### src/rtl/cmos_dvp_tx.sv
// OV7670-style DVP transmitter: emits synthetic RGB565 frames (high byte first)
// on pclk/href/vsync/db, with pclk = clk/2 and outputs changing on pclk falls.
module cmos_dvp_tx #(
    parameter int H_ACTIVE    = 640,
    parameter int V_ACTIVE    = 480,
    parameter int H_BLANK     = 144,
    parameter int VSYNC_LINES = 3,
    parameter int V_BACK      = 17,
    parameter int V_FRONT     = 10
) (
    input  logic        clk,
    input  logic        rst,
    input  logic        enable,
    input  logic [1:0]  pattern,
    input  logic [15:0] solid_rgb,
    output logic        cmos_pclk,
    output logic        cmos_vsync,
    output logic        cmos_href,
    output logic [7:0]  cmos_db,
    output logic        busy,
    output logic        frame_done,
    output logic [15:0] frame_cnt
);

    localparam int          LINE_BYTES = 2 * H_ACTIVE + H_BLANK;
    localparam int          BAR_W      = H_ACTIVE / 8;
    localparam logic [10:0] H_LAST     = 11'(LINE_BYTES - 1);
    localparam logic [10:0] HREF_END   = 11'(2 * H_ACTIVE);

    // FEND is the byte period following the last VFRONT byte; it closes the frame.
    typedef enum logic [2:0] {
        IDLE, VSYNC, VBACK, ACTIVE, VFRONT, FEND
    } state_t;

    state_t      state_q, state_d;
    logic [10:0] hcnt_q, hcnt_d;
    logic [9:0]  vcnt_q, vcnt_d;
    logic        pclk_q, pclk_d;
    logic        vsync_q, vsync_d;
    logic        href_q, href_d;
    logic [7:0]  db_q, db_d;
    logic        busy_q, busy_d;
    logic        done_q, done_d;
    logic [15:0] cnt_q, cnt_d;
    logic [1:0]  pat_q;
    logic [15:0] solid_q;
    logic        latch;
    logic [15:0] pix;

    function automatic logic [9:0] last_line(input state_t s);
        logic [9:0] n;
        case (s)
            VSYNC:   n = 10'(VSYNC_LINES - 1);
            VBACK:   n = 10'(V_BACK - 1);
            ACTIVE:  n = 10'(V_ACTIVE - 1);
            VFRONT:  n = 10'(V_FRONT - 1);
            default: n = 10'd0;
        endcase
        return n;
    endfunction

    function automatic state_t next_state(input state_t s);
        state_t n;
        case (s)
            VSYNC:   n = VBACK;
            VBACK:   n = ACTIVE;
            ACTIVE:  n = VFRONT;
            VFRONT:  n = FEND;
            default: n = IDLE;
        endcase
        return n;
    endfunction

    function automatic logic [15:0] bar_colour(input logic [9:0] x);
        logic [2:0]  idx;
        logic [15:0] c;
        idx = 3'd0;
        for (int i = 1; i < 8; i++) begin
            if (32'(x) >= 32'(i * BAR_W)) idx = 3'(i);
        end
        case (idx)
            3'd0:    c = 16'hFFFF;
            3'd1:    c = 16'hFFE0;
            3'd2:    c = 16'h07FF;
            3'd3:    c = 16'h07E0;
            3'd4:    c = 16'hF81F;
            3'd5:    c = 16'hF800;
            3'd6:    c = 16'h001F;
            default: c = 16'h0000;
        endcase
        return c;
    endfunction

    function automatic logic [15:0] pixel_of(input logic [1:0]  pat,
                                             input logic [15:0] solid,
                                             input logic [9:0]  x,
                                             input logic        y3);
        logic [15:0] p;
        case (pat)
            2'd0:    p = bar_colour(x);
            2'd1:    p = {x[7:3], x[7:2], x[7:3]};
            2'd2:    p = solid;
            default: p = (x[3] ^ y3) ? 16'hFFFF : 16'h0000;
        endcase
        return p;
    endfunction

    assign pix = pixel_of(pat_q, solid_q, hcnt_q[10:1], vcnt_q[3]);

    // hcnt/vcnt/state name the byte to be presented at the next pclk fall.
    always_comb begin
        state_d = state_q;
        hcnt_d  = hcnt_q;
        vcnt_d  = vcnt_q;
        pclk_d  = pclk_q;
        vsync_d = vsync_q;
        href_d  = href_q;
        db_d    = db_q;
        busy_d  = busy_q;
        done_d  = 1'b0;
        cnt_d   = cnt_q;
        latch   = 1'b0;

        if (state_q == IDLE) begin
            pclk_d = 1'b0;
            if (enable) begin
                state_d = VSYNC;
                hcnt_d  = 11'd0;
                vcnt_d  = 10'd0;
                busy_d  = 1'b1;
                pclk_d  = 1'b1;
                latch   = 1'b1;
            end
        end else if (!pclk_q) begin
            pclk_d = 1'b1;
        end else begin
            pclk_d = 1'b0;
            if (state_q == FEND) begin
                done_d  = 1'b1;
                cnt_d   = cnt_q + 16'd1;
                vsync_d = 1'b0;
                href_d  = 1'b0;
                db_d    = 8'h00;
                if (enable) begin
                    state_d = VSYNC;
                    hcnt_d  = 11'd0;
                    vcnt_d  = 10'd0;
                    latch   = 1'b1;
                end else begin
                    state_d = IDLE;
                    busy_d  = 1'b0;
                end
            end else begin
                vsync_d = (state_q == VSYNC);
                href_d  = (state_q == ACTIVE) && (hcnt_q < HREF_END);
                db_d    = href_d ? (hcnt_q[0] ? pix[7:0] : pix[15:8]) : 8'h00;
                if (hcnt_q == H_LAST) begin
                    hcnt_d = 11'd0;
                    if (vcnt_q == last_line(state_q)) begin
                        vcnt_d  = 10'd0;
                        state_d = next_state(state_q);
                    end else begin
                        vcnt_d = vcnt_q + 10'd1;
                    end
                end else begin
                    hcnt_d = hcnt_q + 11'd1;
                end
            end
        end
    end

    always_ff @(posedge clk or posedge rst) begin
        if (rst) begin
            state_q <= IDLE;
            hcnt_q  <= 11'd0;
            vcnt_q  <= 10'd0;
            pclk_q  <= 1'b0;
            vsync_q <= 1'b0;
            href_q  <= 1'b0;
            db_q    <= 8'h00;
            busy_q  <= 1'b0;
            done_q  <= 1'b0;
            cnt_q   <= 16'd0;
        end else begin
            state_q <= state_d;
            hcnt_q  <= hcnt_d;
            vcnt_q  <= vcnt_d;
            pclk_q  <= pclk_d;
            vsync_q <= vsync_d;
            href_q  <= href_d;
            db_q    <= db_d;
            busy_q  <= busy_d;
            done_q  <= done_d;
            cnt_q   <= cnt_d;
        end
    end

    // Frame settings are captured once per frame so a mid-frame change cannot tear it.
    always_ff @(posedge clk) begin
        if (latch) begin
            pat_q   <= pattern;
            solid_q <= solid_rgb;
        end
    end

    assign cmos_pclk  = pclk_q;
    assign cmos_vsync = vsync_q;
    assign cmos_href  = href_q;
    assign cmos_db    = db_q;
    assign busy       = busy_q;
    assign frame_done = done_q;
    assign frame_cnt  = cnt_q;

endmodule
### config.mk
export PLATFORM = sky130hd
export DESIGN_NAME = cmos_dvp_tx
export DESIGN_NICKNAME = d
export VERILOG_FILES = /design/src/rtl/cmos_dvp_tx.sv
export SDC_FILE = /design/constraint.sdc
export NUM_CORES = 1
export LEC_CHECK = 0
export CORE_MARGIN = 4
export CORE_UTILIZATION = 50
export DETAILED_ROUTE_END_ITERATION = 10
export GPL_TIMING_DRIVEN = 1
export PLACE_DENSITY = 0.8
export REMOVE_ABC_BUFFERS = 1
export SLEW_MARGIN = 20
export SYNTH_ARGS = -nofsm -noshare
export SYNTH_HDL_FRONTEND = slang
export SYNTH_SLANG_ARGS = --single-unit
### constraint.sdc
create_clock -name clk -period 2.35 [get_ports clk]
set_input_delay 0.47 -clock clk [delete_from_list [all_inputs] [get_ports clk]]
set_output_delay 0.47 -clock clk [all_outputs]
set_load 0.05 [all_outputs]
# After elaboration in Yosys (flattened, before gate mapping)
# Index checks and enable logic that the tools add are counted.
dict set report word_totals {
  inputBits 21
  out_inout_bits 29
  elab_cells 109
  ff_bits 71
}
dict set report classes {
  n_reduce_logical 13
  muxes 54
  n_lt_le_gt_ge 8
  addsub 3
  bitwise_logic 2
  eq_ne 17
}
# cell n
set op_table {}
lappend op_table {{one-hot mux 16 bit (7 select lines)} 1}
lappend op_table {{two-way mux 10 bit} 10}
lappend op_table {{two-way mux 11 bit} 5}
lappend op_table {{one-hot mux 16 bit (3 select lines)} 1}
lappend op_table {{two-way mux 3 bit} 13}
lappend op_table {{one-hot mux 9 bit (4 select lines)} 1}
lappend op_table {{greater-or-equal comparator 10 x 9 -> 1 bit, second input constant} 3}
lappend op_table {{two-way mux 8 bit} 3}
lappend op_table {{greater-or-equal comparator 10 x 8 -> 1 bit, second input constant} 2}
lappend op_table {{two-way mux 1 bit} 18}
lappend op_table {{adder 16 x 1 -> 16 bit, second input constant} 1}
lappend op_table {{two-way mux 16 bit} 1}
lappend op_table {{equality test 3 bit, second input constant} 5}
lappend op_table {{equality test 3 x 2 -> 1 bit, second input constant} 4}
lappend op_table {{one-hot mux 3 bit (4 select lines)} 1}
lappend op_table {{adder 11 x 1 -> 11 bit, second input constant} 1}
lappend op_table {{equality test 11 bit, second input constant} 1}
lappend op_table {{less-than comparator 11 bit, second input constant} 1}
lappend op_table {{adder 10 x 1 -> 10 bit, second input constant} 1}
lappend op_table {{equality test 10 bit} 1}
lappend op_table {{greater-or-equal comparator 10 bit, second input constant} 1}
lappend op_table {{greater-or-equal comparator 10 x 7 -> 1 bit, second input constant} 1}
lappend op_table {{AND reduction 4 bit} 2}
lappend op_table {{equality test 3 x 1 -> 1 bit, second input constant} 2}
lappend op_table {{13 further kinds} 17}

# Logic depth before layout (Yosys ltp)
dict set report depth {
  depth_word 15
  mapped_depth 8
  depth_no_buf 7
}

# Worst setup path after synthesis
# OpenSTA, ideal clock, no wires.
dict set report synth_timing {
  path_type {register to register}
  startpoint {register state_q[2]}
  endpoint {register pat_q[0] (enable)}
  synth_period_minus_slack_ns 2.134
  arrival_time_ns 1.742
  setup_time_ns 0.393
  required_time_ns 1.957
  path_buffers 1
  slack_ns 0.216
  path_stages_with_launch 5
  cell_sequence {dfrtp_1 > buf_4 > nor3_1 > nor2_1 > nor2_1}
}
dict set report synth_via {
  elab_chain_cells 4
  elab_cells_between_ends 5
  cone_classes {1 x eq/ne; 3 x mux; 1 x reduce/logical}
}
# item line_no
set synth_lines {}
lappend synth_lines {{start: declaration} 35} ;# state_t state_q, state_d;
lappend synth_lines {{start signal: assignment} 185} ;# state_q <= state_d;
lappend synth_lines {{equality test 3 bit} 138} ;# if (state_q == FEND) begin
lappend synth_lines {{two-way mux 1 bit} 138}
lappend synth_lines {{two-way mux 1 bit} 134} ;# end else if (!pclk_q) begin
lappend synth_lines {{two-way mux 1 bit *} 124} ;# if (state_q == IDLE) begin
lappend synth_lines {{net latch} 47} ;# logic latch;
lappend synth_lines {{end signal: assignment} 201} ;# pat_q <= pattern;
lappend synth_lines {{end: declaration} 45} ;# logic [1:0] pat_q;
# The timed path passes the listed nets; every way through them passes the cells marked *.
# A chain may end at the register's enable or synchronous reset.

# Worst setup path in the final report
dict set report layout_timing {
  startpoint {register state_q[1]}
  endpoint {register vcnt_q[3]}
}
dict set report layout_via {
  elab_chain_cells 12
  elab_cells_between_ends 20
  cone_classes {6 x eq/ne; 10 x mux; 4 x reduce/logical}
}
# item line_no
set layout_lines {}
lappend layout_lines {{equality test 3 bit, or another cell as far along} 52} ;# case (s)
lappend layout_lines {{one-hot mux 9 bit (4 select lines)} 52}
lappend layout_lines {{two-way mux 10 bit} 157} ;# if (hcnt_q == H_LAST) begin
lappend layout_lines {{two-way mux 10 bit} 138}
lappend layout_lines {{two-way mux 10 bit} 134}
lappend layout_lines {{two-way mux 10 bit} 124}
lappend layout_lines {{equality test 10 bit} 159} ;# if (vcnt_q == last_line(state_q)) begin
lappend layout_lines {{two-way mux 10 bit} 159}
lappend layout_lines {{two-way mux 10 bit} 157}
lappend layout_lines {{two-way mux 10 bit} 138}
lappend layout_lines {{two-way mux 10 bit} 134}
lappend layout_lines {{two-way mux 10 bit} 124}
lappend layout_lines {{end signal: assignment} 187} ;# vcnt_q <= vcnt_d;
lappend layout_lines {{end: declaration} 37} ;# logic [9:0] vcnt_q, vcnt_d;
# Parallel ways exist; a longest one is shown, timed or not. The select of a mux whose other input is x is not followed.

==> flow_metrics.py <==
metrics = {
    "finish": {
        "nFillCells": 601,
        "antennaDiodeCount": 0,
        "nets": 449,
        "area_growth_pct": 22.03,
        "drive_above_1_share_pct": 11.16,
        "multi_input_area_um2": 1687,
        "regArea_um2": 1871,
    },
    "routing": {
        "drtPass1Iterations": 4,
        "drc_errors": 0,
        "antenna_left": 0,
        "via_per_inst": 5.898,
        "wl_um": 8383,
        "vias": 3120,
        "wl_per_cell_um": 15.85,
        "drtIter0Drc": 292,
    },
    "timing": {
        "post-route-min-period_ns": 2.183,
        "skew_ns": 0.01368,
        "period_share_pct": 92.88,
        "slew_viol_final": 0,
        "hold_violations": 0,
        "setup_viol": 0,
        "fmax_mhz": 458.2,
        "grt_setup_unrepaired": "false",
        "tns_ns": 0,
        "tightest_slew_ns": 0.5826,
        "slew_headroom_pct": 61.16,
    },
    "floorplanning": {
        "io_pins": 50,
        "die_h_um": 93.99,
        "rows": 31,
        "coreArea_um2": 7214,
        "die_x_um": 93.99,
        "die_area_um2": 8834,
        "start_util_pct": 51.25,
    },
    "run_status": {
        "status": "completed",
    },
    "power_and_ir_drop": {
        "leakage_uw": 0.001789,
        "ir_drop_v": 0.0003928,
        "total_power_uw": 3510,
        "power.density_nw_per_um2": 778.0,
    },
    "synthesis": {
        "netlist_instances": 373,
        "netlist_area_um2": 3697,
        "synth.most_common_cell": "dfrtp_1",
        "netlist_top_cells_count": "dfrtp_1, nand2_1, nor2_1",
        "synth_edf_count": 18,
        "synth_area_leaders": "dfrtp_1, edfxtp_1, o21ai_0, nand2_1, xnor2_1",
        "synth_cell_types": 58,
        "ys.flop_type": "dfrtp_1",
        "synth_warnings": 0,
        "yosysSeqAreaShare_pct": 50.49,
        "syn-mean-instance-area_um2": 9.912,
        "yosys.area.top_type_share_pct": 35.87,
        "yosysTopAreaCell": "dfrtp_1",
        "postSynth.asyncResetShare_pct": 74.65,
        "synth-seq-cells": 71,
    },
    "clock_tree": {
        "post_cts_buffers": 0,
        "post_cts_resized": 0,
        "clkSinkCount": 71,
        "hold_buffers": 0,
        "root_buffer": "clkbuf_8",
        "htreeDepth": 3,
        "tritoncts": "yes",
        "cts_buffers": 9,
        "cts.clk_slew.worst_paths_ns": 0.08,
        "clk_latency_ns": 0.35,
        "clock_path_buffers": 2,
    },
    "setup_path": {
        "r2r_start": "state_q[1]$_DFFE_PP0P_",
        "crit_fanout": 14,
        "cp-startpoint": "state_q[1]$_DFFE_PP0P_",
        "r2r_setup_slack_ns": 0.17,
        "worstPathRequired_ns": 2.61,
        "worstSetupEndpoint": "vcnt_q[3]$_DFFE_PP0P_",
        "cp-start-kind": "flop",
        "worst-r2r-cell-count": 6,
        "crit_path_end_kind": "flop",
        "critical_path_class": "reg2reg",
        "cp.arrival_ns": 2.44,
        "rr_endpoint": "vcnt_q[3]$_DFFE_PP0P_",
    },
    "global_route": {
        "grt-ovfl-total": 0,
        "grt_max_degree": 30,
        "grt_first_pass_wirelength_um": 13740,
        "grt_usage_pct": 19.70,
        "antenna_found_initial": 0,
        "grt_pass1_vias": 2870,
    },
    "placement": {
        "place.gp.congestion": 0.8716,
        "hpwl_um": 5895,
        "numPortBuffers": 49,
    },
    "hold_path": {
        "worstHoldPathType": "in2async",
    },
    "flow_run": {
        "maxCapViolCount": 0,
    },
}
==> through the flow <==
stage	worst slack [ns]	std cells	hold WS [ns]	cell area (um^2)	util [%]
finish	0.1674	529	0.4693	4512	62.54
global route	0.02291	529	0.4899	4512	62.54
CTS	0.1126	529	0.4775	4508	62.49
detailed placement	0.1205	513	0.4616	4328	59.99
global placement	0.1498	513	0.4619	4328	59.99
floorplan	0.1634	350	0.4677	3591	-
==> worst max-delay path, cell delays in order (launching register included) <==
cell and delay (ns):
dfrtp_2 0.50, nand2b_1 0.25, o21ai_0 0.27, mux2i_1 0.25
a211o_1 0.40, nand2_1 0.19, o21ai_0 0.23
==> final cells by class <==
type,instances,share of cell area (%)
flip-flops and latches,71,41.46
multi-input cells,269,37.38
repair buffers,64,13.59
clock buffers,10,3.050
well taps,99,2.745
clock inverters,6,0.9429
inverters,10,0.8319
==> state kept, by name (all words and copies together), names as in the netlist <==
name and cells:
frame_cnt 16, vcnt_q 10, cmos_vsync 1, hcnt_q 11
cmos_db 8, frame_done 1, pat_q 2, cmos_pclk 1
cmos_href 1, solid_q 16, state_q 3, busy 1
==> where the power goes <==
part	leakage [uW]	internal, uW	switching, uW
Clock	0.0000969	416	483
Combinational	0.000833	405	547
Sequential	0.000859	1410	247
Total	0.00179	2230	1280
==> metal layers <==
metal	vias up	share of wire, %	global-route usage (%)
met1	1503	43	26.30
met5	-	0	0
met3	21	6.9	5.128
li1	1470	-	-
met4	0	1.7	6.498
met2	126	48	31.22
==> layout by cell type, fill, tap and decap left out, drive strengths merged, types with 3 or more instances in the layout <==
cell type / n
nand3b: 4
edfxtp: 18
clkdlybuf4s50: 48
o22a: 3
xor2: 7
clkinv: 4
buf: 16
xnor2: 15
or2: 5
a31oi: 5
dfrtp: 53
clkbuf: 10
a221o: 5
ha: 3
inv: 12
nor2: 29
or3: 4
nor3: 5
o31ai: 5
nand3: 17
and3: 9
a221oi: 8
nand2: 39
a21oi: 14
o221ai: 3
o21ai: 32
nand4: 8
a211oi: 4
nand2b: 9
nor2b: 5
o311ai: 3
==> worst min path at each step <==
stage                                    from                        end  cells past startpoint
floorplan               hcnt_q[1]$_DFFE_PP0P_      hcnt_q[1]$_DFFE_PP0P_                      2
global placement    frame_cnt[15]$_DFFE_PP0P_  frame_cnt[15]$_DFFE_PP0P_                      1
detailed placement  frame_cnt[15]$_DFFE_PP0P_  frame_cnt[15]$_DFFE_PP0P_                      1
CTS                 frame_cnt[15]$_DFFE_PP0P_  frame_cnt[15]$_DFFE_PP0P_                      1
global route        frame_cnt[15]$_DFFE_PP0P_  frame_cnt[15]$_DFFE_PP0P_                      1
finish                                    rst  frame_cnt[13]$_DFFE_PP0P_                      2
==> logic make-up (layout without fill, tap and decap cells) <==
| group | after synthesis | after routing | synth area share [%] |
|---|---|---|---|
| multiplexers | 3 | 3 | 0.8460 |
| AND/OR/NAND/NOR | 143 | 143 | 20.07 |
| XOR/XNOR | 22 | 22 | 5.212 |
| adder cells (fa/ha/maj) | 5 | 5 | 1.591 |
| buffers and inverters | 33 | 90 | 3.891 |
| AO/OA/AOI/OAI | 96 | 96 | 17.90 |
| flip-flops | 71 | 71 | 50.49 |
No activity file was read; power rests on OpenSTA's default activity.
